$ cat config.mk
export PLATFORM = sky130hd
export DESIGN_NAME = mips_fetch_ir
export DESIGN_NICKNAME = d
export VERILOG_FILES = /design/src/rtl/mips_fetch_ir.sv
export SDC_FILE = /design/constraint.sdc
export NUM_CORES = 1
export LEC_CHECK = 0
export CORE_MARGIN = 2
export CORE_UTILIZATION = 44
export CTS_CLUSTER_SIZE = 20
export DETAILED_ROUTE_END_ITERATION = 16
export PLACE_DENSITY = 0.85
export SLEW_MARGIN = 10
export SYNTH_ARGS = -nofsm -noshare
export SYNTH_HDL_FRONTEND = slang
export SYNTH_SLANG_ARGS = --single-unit
$ cat constraint.sdc
create_clock -name clk -period 4.1 [get_ports clk]
set_input_delay 1.025 -clock clk [delete_from_list [all_inputs] [get_ports clk]]
set_output_delay 1.025 -clock clk [all_outputs]
set_load 0.02 [all_outputs]
$ cat src/rtl/mips_fetch_ir.sv
// Multicycle MIPS fetch stage: owns the PC, runs a req/ack read to instruction memory
// and holds the fetched word in the IR. Optional ack timeout under `FETCH_TIMEOUT_EN`.
module mips_fetch_ir #(
  parameter logic [31:0] RESET_PC       = 32'h0000_0000,
  parameter int unsigned TIMEOUT_CYCLES = 16
) (
  input  logic        clk,
  input  logic        reset,
  input  logic        fetch_start,
  input  logic        pc_load,
  input  logic [31:0] pc_next,
  output logic        imem_req,
  output logic [31:0] imem_addr,
  input  logic        imem_ack,
  input  logic [31:0] imem_rdata,
  output logic [31:0] instr,
  output logic [5:0]  op,
  output logic [5:0]  funct,
  output logic        ir_valid,
  output logic [31:0] pc,
  output logic        fetch_err
);

  typedef enum logic [1:0] {StIdle, StReq, StHold} state_e;

  state_e      state_q, state_d;
  logic [31:0] pc_q, pc_d;
  logic [31:0] ir_q, ir_d;
  logic        ir_valid_q, ir_valid_d;

`ifdef FETCH_TIMEOUT_EN
  localparam int unsigned CntW = $clog2(TIMEOUT_CYCLES + 1);
  localparam logic [CntW-1:0] CntLast = CntW'(TIMEOUT_CYCLES - 1);

  logic [CntW-1:0] cnt_q, cnt_d;
  logic            err_q, err_d;
`else
  logic unused_timeout_cfg;
  assign unused_timeout_cfg = ^TIMEOUT_CYCLES;
`endif

  always_comb begin
    state_d    = state_q;
    pc_d       = pc_q;
    ir_d       = ir_q;
    ir_valid_d = ir_valid_q;
`ifdef FETCH_TIMEOUT_EN
    cnt_d      = cnt_q;
    err_d      = err_q;
`endif
    unique case (state_q)
      StIdle, StHold: begin
        // A load on the same edge as fetch_start means the request uses the loaded PC.
        if (pc_load) begin
          pc_d = {pc_next[31:2], 2'b00};
        end
        if (fetch_start) begin
          state_d    = StReq;
          ir_valid_d = 1'b0;
`ifdef FETCH_TIMEOUT_EN
          cnt_d      = '0;
`endif
        end
      end
      StReq: begin
        if (imem_ack) begin
          ir_d       = imem_rdata;
          pc_d       = pc_q + 32'd4;
          ir_valid_d = 1'b1;
          state_d    = StHold;
        end else begin
`ifdef FETCH_TIMEOUT_EN
          if (cnt_q == CntLast) begin
            err_d   = 1'b1;
            state_d = StIdle;
          end else begin
            cnt_d = cnt_q + CntW'(1);
          end
`endif
        end
      end
      default: state_d = StIdle;
    endcase
  end

  always_ff @(posedge clk or negedge reset) begin
    if (!reset) begin
      state_q    <= StIdle;
      pc_q       <= RESET_PC;
      ir_q       <= 32'h0;
      ir_valid_q <= 1'b0;
`ifdef FETCH_TIMEOUT_EN
      cnt_q      <= '0;
      err_q      <= 1'b0;
`endif
    end else begin
      state_q    <= state_d;
      pc_q       <= pc_d;
      ir_q       <= ir_d;
      ir_valid_q <= ir_valid_d;
`ifdef FETCH_TIMEOUT_EN
      cnt_q      <= cnt_d;
      err_q      <= err_d;
`endif
    end
  end

  assign imem_req  = (state_q == StReq);
  assign imem_addr = pc_q;
  assign instr     = ir_q;
  assign op        = ir_q[31:26];
  assign funct     = ir_q[5:0];
  assign ir_valid  = ir_valid_q;
  assign pc        = pc_q;
`ifdef FETCH_TIMEOUT_EN
  assign fetch_err = err_q;
`else
  assign fetch_err = 1'b0;
`endif

endmodule

==> results of run 1 <==
synthesized netlist by cell type (2+ instances only):
cell | n | area share, %
and3_2 | 2 | 0.41
inv_1 | 3 | 0.31
buf_2 | 5 | 0.69
o22a_1 | 5 | 1.2
nand3_1 | 22 | 3.0
buf_1 | 3 | 0.31
and4_1 | 2 | 0.48
a31oi_1 | 5 | 0.86
o21ai_1 | 3 | 0.41
nand4_1 | 4 | 0.69
a21oi_1 | 24 | 3.3
o21a_1 | 2 | 0.41
nand2_1 | 28 | 2.9
nor4_1 | 3 | 0.52
mux2_2 | 32 | 9.9
nor3_1 | 5 | 0.69
buf_4 | 48 | 9.9
o21ai_0 | 13 | 1.8
a2bb2oi_1 | 8 | 1.9
o22ai_1 | 8 | 1.4
and2_1 | 2 | 0.34
and3_1 | 3 | 0.52
nand2b_1 | 4 | 0.69
a21boi_0 | 3 | 0.62
a22oi_1 | 2 | 0.41
or4_1 | 2 | 0.41
nor2_1 | 22 | 2.3
nand4_4 | 2 | 1.2
nor4_4 | 2 | 1.2
clkbuf_1 | 9 | 0.93
dfrtp_1 | 65 | 45
nand4_2 | 3 | 1.0
report_power, final:
group | internal [uW] | total (uW) | switching, uW
Sequential | 933 | 1290 | 362
Combinational | 1180 | 2400 | 1220
Clock | 454 | 708 | 254
flip-flops by register name, indices dropped and copies added (netlist names):
register and flops:
instr 32, state_q 2, imem_addr 30, ir_valid 1
metrics by stage:
step | hold slack (ns) | area (um2) | power, uW
global route | 0.5164 | 5366 | 4644
floorplan | 0.4845 | 3656 | 2717
global placement | 0.4654 | 5104 | 3635
CTS | 0.4893 | 5366 | 4430
detailed placement | 0.4667 | 5104 | 3700
finish | 0.4840 | 5366 | 4400
routing by layer:
metal	share of wire [%]	vias up	global-route usage (%)
met3	11	19	8.140
met5	0	-	0
met1	38	1602	28.12
li1	-	1502	-
met2	49	190	38.30
met4	2.2	0	9.420
worst register-to-register path, cell delays in order, from the launching register on:
cell      delay (ns)
dfrtp_1         0.42
nand2b_1        0.13
inv_2           0.05
buf_4           0.29
a21oi_2         0.87
buf_4           0.35
a21oi_1         0.06
o22a_1          0.21
layout make-up:
type / count / area [um2] / share of cell area [%]
clock buffer: 12 / 165.2 / 3.078
clock inverter: 4 / 97.59 / 1.819
inverter: 4 / 15.01 / 0.2798
multi-input combinational: 232 / 1577 / 29.38
sequential: 65 / 1627 / 30.31
tap: 105 / 131.4 / 2.448
timing repair buffer: 177 / 1754 / 32.69
kinds of logic (layout without fill, tap and decap cells):
group | count (synthesis) | after routing | synth area share, %
muxes | 33 | 33 | 10.17
AOI/OAI and AO/OA | 80 | 80 | 14.02
adders and majority gates | 1 | 1 | 0.3436
DFF | 65 | 65 | 44.67
and+or+nand+nor | 113 | 113 | 18.14
other | 1 | 5 | 0.1030
buffers and inverters | 70 | 197 | 12.54
worst min-delay path by stage:
stage	endpoint	slack [ns]	depth (start not counted)
floorplan	state_q[1]	0.48	1
global placement	ir_valid	0.47	2
detailed placement	ir_valid	0.47	2
CTS	ir_valid	0.49	2
global route	ir_valid	0.52	2
finish	ir_valid	0.48	2
==> out/results.ini, run 1 <==
[logic_synthesis]
yosys_warnings=0
ys_ff_latch=65
synth-seq-area-share_pct=44.67
synth_enable_flop_cells=0
syn_avg_cell_area_um2=10.03
synth_ff_type=dfrtp_1
async_flop_share_pct=100.0
syn_area_mm2=0.003641
ys_types=51
syn_inst=363

[timing]
finClkSkew_ns=0.008255
rsz0062_at_grt=false
drv_slew=0
tns_ns=0
max-slew-margin-rel_pct=29.45
worst_slew_pin_slew_ns=1.058
postLayoutSetupSlackWorst_ns=1.253
fmax_mhz=351.2
min_period_ns=2.847
setup_viol=0
finalHoldViolCount=0
period_share_pct=69.45

[worst_setup_path]
setup.worst_path.start=pc_load
cp_cell_sequence=clkdlybuf4s50_1, nor2b_1, a21oi_2, buf_4, a21oi_1, o22a_1
critPathTopFamily=compound AO/OA/AOI/OAI gates
slowest_delay_ns=0.80
slowest_stage=a21oi_2
critPathCapture=imem_addr[11]
reg2reg_depth=7
worst-path-max-fanout=25
end_kind=register
rrSetupSlack_ns=1.62
required_ns=4.33
cp.depth=6
crit_buf_inv=2
critical_path_arrival_ns=3.08
r2r-end=imem_addr[11]
critPathLaunchType=input pin
crit_type=input pin to register
rr_startpoint=state_q[0]

[place]
gp_congestion=0.8417
post-dp-hpwl_um=7377
place_ws_ns=0.9286
io_buffers=172
dpl.cell_count=583

[global_routing]
grt_max_degree=55
antenna_found_initial=0
grt_pass1_wl_um=16150
grt_overflow_total=0
grt_pass1_vias=3259
grt_usage_pct=23.37

[layout]
diodes=0
fin_util_pct=65.97
layout_commonest_cell=clkdlybuf4s50_1
fillCellCount=631
stdcell_count=599
fin_nets=559
drive_gt1_share_pct=14.37
final_cell_mix=clkdlybuf4s50_1, dfrtp_1, mux2_2
area_growth_pct=47.39

[die]
initial_core_util_pct=44.76
die_w_um=94.97
core_area_mm2=0.008134
num_rows=33
io-pin-count=180
fp.dieArea_mm2=0.009018
die_h_um=94.97

[route]
vias_per_cell=5.531
num_vias=3313
dr.pass1.iters=7
wl_per_cell_um=17.12
antenna_left=0
wl_um=10260
drt_iter0_drc=240
drc=0

[clocking]
cts_tree=yes
cts_setup_buffers=0
cts_buffers=9
clk_latency_ns=0.34
cts_max_path_buffers=2
cts-root-buf=clkbuf_8
cts_resized=0
hold_buffers=0
clock-sinks=65
htreeDepth=3
path_clk_slew_ns=0.07

[hold_path]
hold_path.class=register to register
hold_start=ir_valid

[run_status]
outcome=completed

[power_and_ir_drop]
power.density_mw_per_mm2=820.0
power_leakage_uw=0.002160
worst_ir_drop_vdd_mv=0.3845

[run]
drv_cap=0

Note: power is estimated with default switching activity, not from simulation.
==> run 2: changes to the inputs <==
Settings changed: CORE_UTILIZATION 44 to 37, PLACE_DENSITY 0.85 to 0.76.
Clock period 4.1 ns to 2.38 ns, I/O delays scaled along.
==> run 2 against run 1 <==
Against the previous run: die area up 18%; routed wire length increased by 1.3%; final cell count grew 5.8%; via count hardly changed; global-route usage is 3.2 points lower; clock skew is 0.00057 ns higher; critical path type is now register to primary output; combinational power increased by 74%; non-clock buffer count rose by 7.
==> out/results.ini, run 2 (synthesized netlist as in run 1, its figures left out) <==
[run_status]
outcome=completed

[layout]
layout_commonest_cell=clkdlybuf4s50_1
diodes=0  ; unchanged
final_area_mm2=0.005421  ; +1.0%
fin_nets=566  ; +1.3%
fillCellCount=862  ; +37%
drive_gt1_share_pct=15.57  ; +1.2 points
area_growth_pct=48.90
largest_reg_flops=32  ; unchanged
register_area_mm2=0.001627  ; unchanged
final_cell_mix=clkdlybuf4s50_1, dfrtp_1, mux2_2
multi_input_comb_area_mm2=0.001577  ; unchanged

[timing]
worst_slew_pin_slew_ns=0.5259  ; -0.5324 ns
finClkSkew_ns=0.008828  ; +0.0005730 ns
finalHoldViolCount=0  ; unchanged
period_share_pct=94.71
drv_slew=0  ; unchanged
min_period_ns=2.254
rsz0062_at_grt=false
setup_viol=0  ; unchanged
max-slew-margin-rel_pct=64.68  ; +35 points
fmax_mhz=443.6
tns_ns=0  ; unchanged

[global_routing]
grt_overflow_total=0  ; unchanged
grt_usage_pct=20.15  ; -3.2 points
antenna_found_initial=0  ; unchanged
grt_pass1_vias=3385  ; +3.9%
grt_pass1_wl_um=16420  ; +1.6%
grt_max_degree=66  ; +20%

[worst_setup_path]
slowest_stage=clkdlybuf4s50_1
cp_cell_sequence=nand2b_1, inv_2, clkdlybuf4s50_1
critPathLaunchType=register
critical_path_arrival_ns=1.66  ; -1.42 ns
worst-path-max-fanout=4  ; -84%
required_ns=1.78  ; -2.55 ns
end_kind=primary output
rr_startpoint=imem_addr[2]
crit_type=register to primary output
setup.worst_path.start=state_q[1]
slowest_delay_ns=0.63  ; -0.17 ns

[clocking]
clock-sinks=65  ; unchanged
cts-root-buf=clkbuf_8
hold_buffers=0  ; unchanged
clk_latency_ns=0.35  ; about the same
path_clk_slew_ns=0.07  ; about the same
cts_resized=0  ; unchanged
htreeDepth=3  ; unchanged
cts_buffers=9  ; unchanged
cts_setup_buffers=0  ; unchanged
cts_tree=yes
cts_max_path_buffers=2  ; unchanged

[power_and_ir_drop]
power.density_mw_per_mm2=1360  ; +66%
power_leakage_uw=0.002175  ; +0.70%
cell_internal_pwr_uw=4191  ; +63%
p_sw_uw=3184  ; +74%
seq_power_share_pct=30.2  ; +0.8 points
p_sw_share_pct=43.17  ; +1.5 points
p_clk_share_pct=13.2  ; -2.9 points
comb_power_share_pct=56.5  ; +2.0 points
worst_ir_drop_vdd_mv=0.7095  ; +85%

[hold_path]
hold_path.class=input pin to async pin

[die]
core_area_mm2=0.009684  ; +19%
die_h_um=103.2  ; +8.7%
die_w_um=103.2  ; +8.7%
initial_core_util_pct=37.60  ; -7.2 points
fp.dieArea_mm2=0.01065  ; +18%
io-pin-count=180  ; unchanged
num_rows=36  ; +9.1%

[place]
gp_congestion=0.8353  ; -0.76%
place_area_mm2=0.005216  ; +2.2%
post-dp-hpwl_um=7645  ; +3.6%
io_buffers=172  ; unchanged

[run]
drv_cap=0  ; unchanged

[route]
antenna_left=0  ; unchanged
wl_um=10390  ; +1.3%
drt_iter0_drc=147  ; -39%
wl_per_cell_um=16.39  ; -4.3%
dr.pass1.iters=4  ; -3
vias_per_cell=5.222  ; -5.6%
num_vias=3311  ; -0.060%
drc=0  ; unchanged

run 2: cell count changes in the layout (fill, tap and decap cells not counted):
cell / delta
clkbuf_8: -2
clkinvlp_4: +1
bufinv_16: -2
buf_12: +2
clkinv_4: +2
clkinv_2: +1
buf_4: +5
run 2: worst paths after layout:
check	to	slack, ns	depth (start not counted)
max	imem_req	0.13	3
min	imem_addr[31]	0.24	2
max reg2reg	imem_addr[30]	0.22	6
min reg2reg	ir_valid	0.50	2
max in group asynchronous	instr[11]	1.81	2
min in group clk	ir_valid	0.50	2
run 2: worst max-delay path: cells and delay by family, from the launching register on:
| kind | cells | cell delay [ns] |
|---|---|---|
| buf+inv | 2 | 0.77 |
| flops | 1 | 0.38 |
| simple gates | 1 | 0.17 |
run 2: final cells by class:
type	count	share of cell area, %
Clock buffer	10	2.539
Clock inverter	6	1.246
Inverter	4	0.2769
Multi-Input combinational cell	232	29.08
Sequential cell	65	30.00
Tap cell	133	3.069
Timing Repair Buffer	184	33.79
run 2: metal layers:
metal  vias to the layer above  global-route usage [%]  part of all wire (%)
met3                        17                   6.250                   9.9
met1                      1611                   22.76                    38
met2                       155                   35.16                    50
met4                         0                   8.704                   2.3
met5                         -                       0                     0
li1                       1528                       -                     -
run 2: power groups by stage:
stage               Sequential, uW  Combinational (uW)  Clock [uW]
finish                        2230                4170         976
global route                  2320                4450        1050
CTS                           2230                4200        1000
detailed placement            2250                4180           0
global placement              2200                4130           0
floorplan                     2720                1960           0
run 2: stage by stage:
stage | cells | power (uW) | hold WS [ns] | utilization [%] | setup slack (ns)
floorplan | 367 | 4680 | 0.2994 | - | 0.3905
global placement | 618 | 6329 | 0.4707 | 53.86 | 0.2201
detailed placement | 618 | 6427 | 0.4869 | 53.86 | 0.1602
CTS | 634 | 7432 | 0.2691 | 55.98 | 0.1200
global route | 634 | 7822 | 0.2704 | 55.98 | 0.07928
finish | 634 | 7375 | 0.2429 | 55.98 | 0.1260
==> run 3: changes to the inputs <==
Settings changed: RECOVER_POWER set to 100.
==> run 3 against run 2 <==
Against the previous run: the run now ends with max-capacitance violations, max-slew violations left; die area did not move; final cell count unchanged; first-iteration DRC count fell by 1.4%; clock skew grew 0.0026 ns; sequential power shrank 2%; via count is 0.15% lower; sequential share of layout area grew 0.29 points; global-route usage unchanged; core utilization fell by 0.54 points; count of clock-buffer cells in the layout unchanged; register-to-register slack about the same; largest power group unchanged; highest routed layer unchanged.
==> out/results.ini, run 3 (synthesized netlist as in run 1, its figures left out) <==
[power_and_ir_drop]
p_sw_uw=3136  ; -1.5%
p_clk_share_pct=14.0  ; +0.8 points
power.density_mw_per_mm2=1305  ; -4.1%
cell_internal_pwr_uw=3868  ; -7.7%
p_sw_share_pct=44.77  ; +1.6 points
power_leakage_uw=0.002157  ; -0.85%
seq_power_share_pct=31.3  ; +1.1 points
comb_power_share_pct=54.8  ; -1.7 points
worst_ir_drop_vdd_mv=0.6746  ; -4.9%

[place]
io_buffers=172  ; unchanged
place_area_mm2=0.005216  ; unchanged
gp_congestion=0.8353  ; unchanged
post-dp-hpwl_um=7645  ; unchanged

[hold_path]
hold_path.class=register to register
hold_start=ir_valid
holdPathStages=2

[timing]
setup_viol=0  ; unchanged
max-slew-margin-rel_pct=-10.05  ; -75 points
tns_ns=0  ; unchanged
worst_slew_pin_slew_ns=1.651  ; +1.125 ns
period_share_pct=94.82  ; +0.11 points
finClkSkew_ns=0.01147  ; +0.002640 ns
drv_slew=66  ; +66
fmax_mhz=443.1  ; -0.11%
finalHoldViolCount=0  ; unchanged
min_period_ns=2.257  ; +0.002563 ns
rsz0062_at_grt=false

[worst_setup_path]
critical_path_arrival_ns=1.66  ; about the same
end_kind=primary output
cp_cell_sequence=nand2b_1, inv_2, clkdlybuf4s50_1
critPathLaunchType=register
critPathTopFamily=buffers and inverters
crit_buf_inv=2  ; unchanged
worst-path-max-fanout=4  ; unchanged
crit_type=register to primary output
slowest_stage=clkdlybuf4s50_1
rr_startpoint=imem_addr[2]
slowest_delay_ns=0.63  ; about the same
cp.depth=3  ; unchanged
reg2reg_depth=6  ; unchanged
required_ns=1.78  ; about the same
setup.worst_path.start=state_q[1]

[global_routing]
grt_pass1_vias=3385  ; unchanged
grt_pass1_wl_um=16420  ; unchanged
grt_usage_pct=20.15  ; unchanged
grt_overflow_total=0  ; unchanged
antenna_found_initial=0  ; unchanged
grt_max_degree=66  ; unchanged

[layout]
area_growth_pct=47.46
largest_reg_flops=32  ; unchanged
fillCellCount=869  ; +0.81%
final_cell_mix=dlygate4sd3_1, dfrtp_1, clkdlybuf4s50_1
fin_nets=566  ; unchanged
final_area_mm2=0.005369  ; -0.97%
drive_gt1_share_pct=14.97  ; -0.60 points
diodes=0  ; unchanged
layout_commonest_cell=dlygate4sd3_1

[die]
core_area_mm2=0.009684  ; unchanged
fp.dieArea_mm2=0.01065  ; unchanged
initial_core_util_pct=37.60  ; unchanged
io-pin-count=180  ; unchanged
die_w_um=103.2  ; unchanged
num_rows=36  ; unchanged
die_h_um=103.2  ; unchanged

[clocking]
path_clk_slew_ns=0.07  ; about the same
clk_latency_ns=0.35  ; about the same
cts_setup_buffers=0  ; unchanged
cts_buffers=9  ; unchanged
cts-root-buf=clkbuf_8
clock-sinks=65  ; unchanged
cts_resized=0  ; unchanged
cts_max_path_buffers=2  ; unchanged
htreeDepth=3  ; unchanged
cts_tree=yes

[route]
drc=0  ; unchanged
dr.pass1.iters=4  ; unchanged
vias_per_cell=5.215  ; -0.15%
drt_iter0_drc=145  ; -1.4%
wl_per_cell_um=16.30  ; -0.52%
antenna_left=0  ; unchanged
num_vias=3306  ; -0.15%
wl_um=10340  ; -0.52%

[run]
drv_cap=1  ; +1

[run_status]
outcome=finished, violations left
failed_checks=max-capacitance violations, max-slew violations

[run 3: cell type report]
cell class / instances / area [um2] / area share [%]
Timing Repair Buffer: 184 / 1788 / 33.30
Sequential cell: 65 / 1627 / 30.30
Multi-Input combinational cell: 232 / 1568 / 29.20
Tap cell: 133 / 166.4 / 3.100
Clock buffer: 10 / 137.6 / 2.564
Clock inverter: 6 / 67.56 / 1.258
Inverter: 4 / 15.01 / 0.2797
[run 3: repair_timing]
item | 4_1_cts | 5_1_grt
hold buffers | 0 | 0
endpoints found under the hold margin | 0 | 0
endpoints found under the setup margin | 0 | 1
[run 3: through the flow]
| stage | setup slack (ns) | hold WS, ns | utilization [%] | std cells | power [uW] |
|---|---|---|---|---|---|
| CTS | 0.1200 | 0.2691 | 55.98 | 634 | 7432 |
| detailed placement | 0.1602 | 0.4869 | 53.86 | 618 | 6427 |
| global placement | 0.2201 | 0.4707 | 53.86 | 618 | 6329 |
| finish | 0.1234 | 0.4920 | 55.44 | 634 | 7004 |
| floorplan | 0.3905 | 0.2994 | - | 367 | 4680 |
| global route | 0.04980 | 0.5149 | 55.44 | 634 | 7456 |
[run 3: tightest hold or removal path: cells and delay by family, from the launching register on]
family,cells,cell delay [ns]
simple gates,2,0.11
flops,1,0.35
[run 3: power by group through the flow]
| stage | logic (uW) | registers, uW | clock network, uW |
|---|---|---|---|
| 3_5_place_dp | 4180 | 2250 | 0 |
| 4_1_cts | 4200 | 2230 | 1000 |
| 6_report | 3840 | 2190 | 978 |
| 5_1_grt | 4120 | 2280 | 1050 |
| 2_1_floorplan | 1960 | 2720 | 0 |
| 3_3_place_gp | 4130 | 2200 | 0 |
[run 3: final timing paths]
path	to	slack [ns]
min reg2reg	ir_valid	0.49
min in group asynchronous	imem_addr[31]	0.73
max reg2reg	imem_addr[30]	0.23
max in group asynchronous	imem_addr[28]	0.63
min	ir_valid	0.49
max	imem_req	0.12
[run 3: metal layers]
metal  vias up  GRT usage (%)  wire, um
li1       1526              -         -
met1      1602          22.76      3929
met2       163          35.16      5142
met3        15          6.250      1033
met4         0          8.704       231
met5         -              0         0
